<file path="src/rtl/mem_wb_stage.sv">
// Memory-access / write-back stage: two pipeline registers (M, WB) around a
// single-port data memory, register-file write-port generation, M-stage
// forwarding information and a sticky halt indication.
module mem_wb_stage #(
  parameter int unsigned DW    = 16,
  parameter int unsigned AW    = 8,
  parameter int unsigned DEPTH = 256
) (
  input  logic          CLOCK,
  input  logic          CLEAR,
  input  logic          ex_valid,
  input  logic [DW-1:0] ex_upper,
  input  logic [DW-1:0] ex_lower,
  input  logic [DW-1:0] ex_data1,
  input  logic [DW-1:0] ex_data2,
  input  logic [3:0]    ex_rd,
  input  logic [3:0]    ex_rs,
  input  logic [1:0]    ex_wdst,
  input  logic          ex_mem_rd,
  input  logic          ex_mem_wr,
  input  logic          ex_halt,
  output logic [DW-1:0] w1,
  output logic [DW-1:0] w2,
  output logic [DW-1:0] w15,
  output logic [1:0]    WRITEDST,
  output logic [3:0]    wb_rd,
  output logic [3:0]    wb_rs,
  output logic          fwd_m_valid,
  output logic          fwd_m_load,
  output logic [3:0]    fwd_m_rd,
  output logic [DW-1:0] fwd_m_value,
  output logic          halted
);

  localparam logic [1:0] WdNone = 2'b00;
  localparam logic [1:0] WdRd   = 2'b01;
  localparam logic [1:0] WdR15  = 2'b10;
  localparam logic [1:0] WdSwap = 2'b11;

  // M-stage registers
  logic          m_valid_q, m_valid_d;
  logic [DW-1:0] m_upper_q, m_lower_q, m_data1_q, m_data2_q;
  logic [3:0]    m_rd_q, m_rs_q;
  logic [1:0]    m_wdst_q, m_wdst_d;
  logic          m_load_q, m_load_d;
  logic          m_store_q, m_store_d;
  logic          m_halt_q;
  logic          halt_seen_q, halt_seen_d;

  // WB-stage registers
  logic          wb_valid_q;
  logic [DW-1:0] wb_upper_q, wb_lower_q, wb_data1_q, wb_data2_q, wb_rdata_q;
  logic [3:0]    wb_rd_q, wb_rs_q;
  logic [1:0]    wb_wdst_q;
  logic          wb_load_q;
  logic          halted_q;

  // Data memory; deliberately not reset so contents survive CLEAR.
  logic [DW-1:0] mem_q [DEPTH];
  logic [AW-1:0] m_addr;

  assign m_addr = m_lower_q[AW-1:0];

  // M capture decode: stores and halts never write the register file,
  // and a simultaneous read+write request is a store only.
  always_comb begin
    m_valid_d   = ex_valid & ~halt_seen_q;
    m_store_d   = ex_mem_wr;
    m_load_d    = ex_mem_rd & ~ex_mem_wr;
    m_wdst_d    = (ex_mem_wr | ex_halt) ? WdNone : ex_wdst;
    halt_seen_d = halt_seen_q | (m_valid_d & ex_halt);
  end

  // M pipeline register and halt tracking
  always_ff @(posedge CLOCK or negedge CLEAR) begin
    if (!CLEAR) begin
      m_valid_q   <= 1'b0;
      m_upper_q   <= '0;
      m_lower_q   <= '0;
      m_data1_q   <= '0;
      m_data2_q   <= '0;
      m_rd_q      <= '0;
      m_rs_q      <= '0;
      m_wdst_q    <= WdNone;
      m_load_q    <= 1'b0;
      m_store_q   <= 1'b0;
      m_halt_q    <= 1'b0;
      halt_seen_q <= 1'b0;
    end else begin
      m_valid_q   <= m_valid_d;
      m_upper_q   <= ex_upper;
      m_lower_q   <= ex_lower;
      m_data1_q   <= ex_data1;
      m_data2_q   <= ex_data2;
      m_rd_q      <= ex_rd;
      m_rs_q      <= ex_rs;
      m_wdst_q    <= m_wdst_d;
      m_load_q    <= m_load_d;
      m_store_q   <= m_store_d;
      m_halt_q    <= ex_halt;
      halt_seen_q <= halt_seen_d;
    end
  end

  // Store port; only a valid M instruction may write, so reset discards stores
  always_ff @(posedge CLOCK) begin
    if (m_valid_q && m_store_q) begin
      mem_q[m_addr] <= m_data1_q;
    end
  end

  // WB pipeline register, load data capture and sticky halted flag
  always_ff @(posedge CLOCK or negedge CLEAR) begin
    if (!CLEAR) begin
      wb_valid_q <= 1'b0;
      wb_upper_q <= '0;
      wb_lower_q <= '0;
      wb_data1_q <= '0;
      wb_data2_q <= '0;
      wb_rdata_q <= '0;
      wb_rd_q    <= '0;
      wb_rs_q    <= '0;
      wb_wdst_q  <= WdNone;
      wb_load_q  <= 1'b0;
      halted_q   <= 1'b0;
    end else begin
      wb_valid_q <= m_valid_q;
      wb_upper_q <= m_upper_q;
      wb_lower_q <= m_lower_q;
      wb_data1_q <= m_data1_q;
      wb_data2_q <= m_data2_q;
      wb_rd_q    <= m_rd_q;
      wb_rs_q    <= m_rs_q;
      wb_wdst_q  <= m_wdst_q;
      wb_load_q  <= m_load_q;
      if (m_valid_q && m_load_q) begin
        wb_rdata_q <= mem_q[m_addr];
      end
      if (m_valid_q && m_halt_q) begin
        halted_q <= 1'b1;
      end
    end
  end

  // Register-file write ports; unused ports and an empty WB drive zero
  always_comb begin
    w1       = '0;
    w2       = '0;
    w15      = '0;
    WRITEDST = WdNone;
    wb_rd    = '0;
    wb_rs    = '0;
    if (wb_valid_q) begin
      WRITEDST = wb_wdst_q;
      wb_rd    = wb_rd_q;
      wb_rs    = wb_rs_q;
      case (wb_wdst_q)
        WdRd: begin
          w1 = wb_load_q ? wb_rdata_q : wb_lower_q;
        end
        WdR15: begin
          w1  = wb_load_q ? wb_rdata_q : wb_lower_q;
          w15 = wb_upper_q;
        end
        WdSwap: begin
          w1 = wb_data2_q;
          w2 = wb_data1_q;
        end
        default: ;
      endcase
    end
  end

  // Forwarding view of the M stage; a load's value is not ready yet
  always_comb begin
    fwd_m_valid = m_valid_q & (m_wdst_q != WdNone);
    fwd_m_load  = fwd_m_valid & m_load_q;
    fwd_m_rd    = m_rd_q;
    fwd_m_value = m_lower_q;
    halted      = halted_q;
  end

endmodule

</file>
<file path="config.mk">
export PLATFORM = sky130hd
export DESIGN_NAME = mem_wb_stage
export DESIGN_NICKNAME = d
export VERILOG_FILES = /design/src/rtl/mem_wb_stage.sv
export SDC_FILE = /design/constraint.sdc
export NUM_CORES = 2
export LEC_CHECK = 0
export BUFFER_PORTS_ARGS = -buffer_cell sky130_fd_sc_hd__buf_2
export CORE_MARGIN = 2
export CORE_UTILIZATION = 30
export CTS_BUF_LIST = sky130_fd_sc_hd__clkbuf_16
export CTS_CLUSTER_DIAMETER = 80
export DETAILED_ROUTE_END_ITERATION = 12
export PLACE_DENSITY = 0.4
export SYNTH_ARGS = -nofsm -noshare
export SYNTH_HDL_FRONTEND = slang
export SYNTH_SLANG_ARGS = --single-unit
</file>
<file path="constraint.sdc">
create_clock -name CLOCK -period 5.6 [get_ports CLOCK]
set_clock_uncertainty 0.1 [all_clocks]
set_input_delay 1.4 -clock CLOCK [delete_from_list [all_inputs] [get_ports CLOCK]]
set_output_delay 1.4 -clock CLOCK [all_outputs]
set_load 0.01 [all_outputs]
</file>
==> impl_metrics.env <==
export IMPL_port_buffers=160
export IMPL_maxSlewHeadroom_pct=11.34
export IMPL_clkSinkCount=4268
export IMPL_grt_first_pass_wirelength_um=710600
export IMPL_syn_to_final_growth_pct=16.97
export IMPL_yosys_most_used_dff="edfxtp_1"
export IMPL_cts_tree="done"
export IMPL_grt_overflow_total=0
export IMPL_clockPowerShare_pct=43.4
export IMPL_cts_root_buf="clkbuf_16"
export IMPL_drv_slew=0
export IMPL_ys_seq_area_share_pct=78.28
export IMPL_grt_pass1_vias=81087
export IMPL_fmax_mhz=208.0
export IMPL_seqPwrFrac_pct=52.0
export IMPL_syn_nets=7321
export IMPL_start_kind="flop"
export IMPL_power_leakage_nw=60.10
export IMPL_clock_latency_ps=1040
export IMPL_finalCritPeriodShare_pct=85.85
export IMPL_ctsLongestPathBuffers=4
export IMPL_antenna_found_initial=73
export IMPL_cp_max_fo=30
export IMPL_setup_worst_path_end_class="flop"
export IMPL_p_sw_share_pct=22.44
export IMPL_clkTransAtPathRegs_ps=60
export IMPL_htreeDepth=5
export IMPL_avgSynthCellArea_um2=22.47
export IMPL_power_switching_w=0.01522
export IMPL_synth_edf_count=4096
export IMPL_hold_buffers=0
export IMPL_yosys_warnings=0
export IMPL_drive_gt1_share_pct=31.52
export IMPL_rows=270
export IMPL_fin_crit_ps=4808
export IMPL_die_w_um=740.2
export IMPL_vias_per_cell=5.095
export IMPL_worstPathRequired_ps=6330
export IMPL_die_h_um=740.2
export IMPL_post_drt_wl_per_cell_um=33.45
export IMPL_gp_congestion=0.7932
export IMPL_power_frac_comb_pct=4.6
export IMPL_vias=79449
export IMPL_outcome="completed"
export IMPL_arrival_ps=5540
export IMPL_hp_class="flop to flop"
export IMPL_design_die_area_um2=548000
export IMPL_final_nets=8041
export IMPL_yosysUniqueCellTypes=64
export IMPL_drtPass1Iterations=5
export IMPL_core_area_um2=540200
export IMPL_dr_first_iter_drc_count=9204
export IMPL_grt_total_usage_pct=18.67
export IMPL_cts_made_buffers=463
export IMPL_p_per_area_nw_per_um2=356.6
export IMPL_report_final_hold_viol_count=0
export IMPL_worst_setup_path_type="flop to flop"
export IMPL_ios=161
export IMPL_setup_tns_ps=0
export IMPL_worst_pin_slew_ps=1330
export IMPL_dpl_cell_area_um2=175500
export IMPL_detailed_place_hpwl_um=322700
export IMPL_drcViolationCount=0
export IMPL_wl_um=521600
export IMPL_final_area_um2=190200
export IMPL_synthArstFlopShare_pct=4.030
export IMPL_setup_viol=0
export IMPL_peakVddDrop_mv=0.2969
export IMPL_rsz0062_at_grt="false"
export IMPL_postRouteAntennaNets=0
export IMPL_initial_core_util_pct=30.10
export IMPL_max_cap_viol_count=0
export IMPL_cts_setup_buffers=0
export IMPL_p_int_w=0.05262
export IMPL_syn_inst=7238
export IMPL_synth_seq_cells=4268
export IMPL_ctsResizeCount=0
export IMPL_syn_area_um2=162600
export IMPL_final_util_pct=35.21
export IMPL_grt_max_degree=177
## power groups by stage
stage,Clock (W),Sequential (W),Combinational (W)
after floorplan,0,0.0361,0.00158
after global routing,0.0314,0.0353,0.00329
after CTS,0.0302,0.0353,0.00320
after detailed placement,0,0.0360,0.00320
final,0.0294,0.0353,0.00312
after global placement,0,0.0359,0.00317
## cell type report
cell class | instances | area [µm²]
Antenna cell | 34 | 85.08
Clock buffer | 467 | 11690
Clock inverter | 390 | 2937
Fill cell | 50013 | 350000
Inverter | 2 | 7.507
Multi-Input combinational cell | 2540 | 33570
Sequential cell | 4268 | 127400
Tap cell | 7208 | 9019
Timing Repair Buffer | 683 | 5513
## layer usage
metal / GRT usage [%] / part of all wire [%]
met5: 0 / 0.017
met4: 4.297 / 2.4
met3: 2.709 / 5.7
met2: 30.55 / 48
met1: 26.38 / 44
## state kept, by name, summed over array words and instances, names as in the netlist, 4 cells and up
signal / count
wb_rs_q: 4
fwd_m_value: 16
m_data2_q: 16
mem_q: 4096
wb_rdata_q: 16
wb_rd_q: 4
fwd_m_rd: 4
m_rs_q: 4
wb_data2_q: 16
m_upper_q: 16
wb_upper_q: 16
m_data1_q: 16
wb_lower_q: 16
wb_data1_q: 16
## metrics by stage
step	worst slack (ps)	hold WS, ps	cells	power [W]
floorplan	1516	231.2	7238	0.03763
global placement	-277.2	231.4	14696	0.03911
detailed placement	565.5	234.7	14701	0.03915
CTS	569.2	246.4	15558	0.06869
global route	654.4	250.8	15571	0.06998
finish	792.1	240.3	15592	0.06784
## Yosys cell counts (14+ instances only)
library cell  count  area (µm²)
a21oi_1          70       350.3
nand2_1          69       259.0
nor3_1           56       280.3
nand2b_1         14       87.58
buf_4           103       773.2
mux4_2          989       22270
clkbuf_1        135       506.7
o211ai_1         16       120.1
buf_6            53       596.8
and2_1           17       106.4
nand3_1          30       150.1
a22oi_1         166        1246
nor2_1          310        1164
nor4_1           14       87.58
a211oi_1         37       277.8
and3_1           42       262.8
o22ai_1         181        1132
nor2b_1          23       143.9
o21ai_0          18       90.09
a2111oi_0        17       148.9
mux2i_1         302        3023
mux2_2           34       382.9
dfrtp_1         172        4304
buf_2           119       595.6
edfxtp_1       4096      123000
## logic make-up after synthesis
family / count (synthesis) / share of synthesized area [%]
AO/OA/AOI/OAI: 591 / 2.508
flip-flops: 4268 / 78.28
buffers and inverters: 430 / 1.612
AND/OR/NAND/NOR: 621 / 1.780
adder cells (fa/ha/maj): 3 / 0.02309
multiplexers: 1325 / 15.79
## worst max-delay path, cell delays in order, from the launching register on
cell and delay (ps):
dfrtp_4 910, buf_4 310, buf_12 310, and2_1 700, buf_4 450, a22oi_1 160, o211ai_1 140, a21oi_1 180
o21ai_0 1000, a41oi_1 240
## cell usage in the layout, fill, tap and decap left out, drive strengths merged, types with 166 or more instances in the layout
master / instances
a22oi: 166
buf: 682
clkbuf: 468
clkinv: 229
dfrtp: 172
edfxtp: 4096
mux2i: 302
mux4: 989
nor2: 310
o22ai: 181
## path summary, 6_finish.rpt
| check | start | endpoint | slack (ps) | cells past startpoint |
|---|---|---|---|---|
| max reg2reg | fwd_m_value[3] | wb_rdata_q[11] | 790 | 9 |
| min reg2reg | m_upper_q[6] | wb_upper_q[6] | 240 | 0 |
| min | m_upper_q[6] | wb_upper_q[6] | 240 | 0 |
| max in group asynchronous | CLEAR | wb_rdata_q[11] | 3930 | 2 |
| min in group asynchronous | CLEAR | m_data1_q[11] | 320 | 1 |
| max | fwd_m_value[3] | wb_rdata_q[11] | 790 | 9 |
Note: power is estimated with default switching activity, not from simulation.
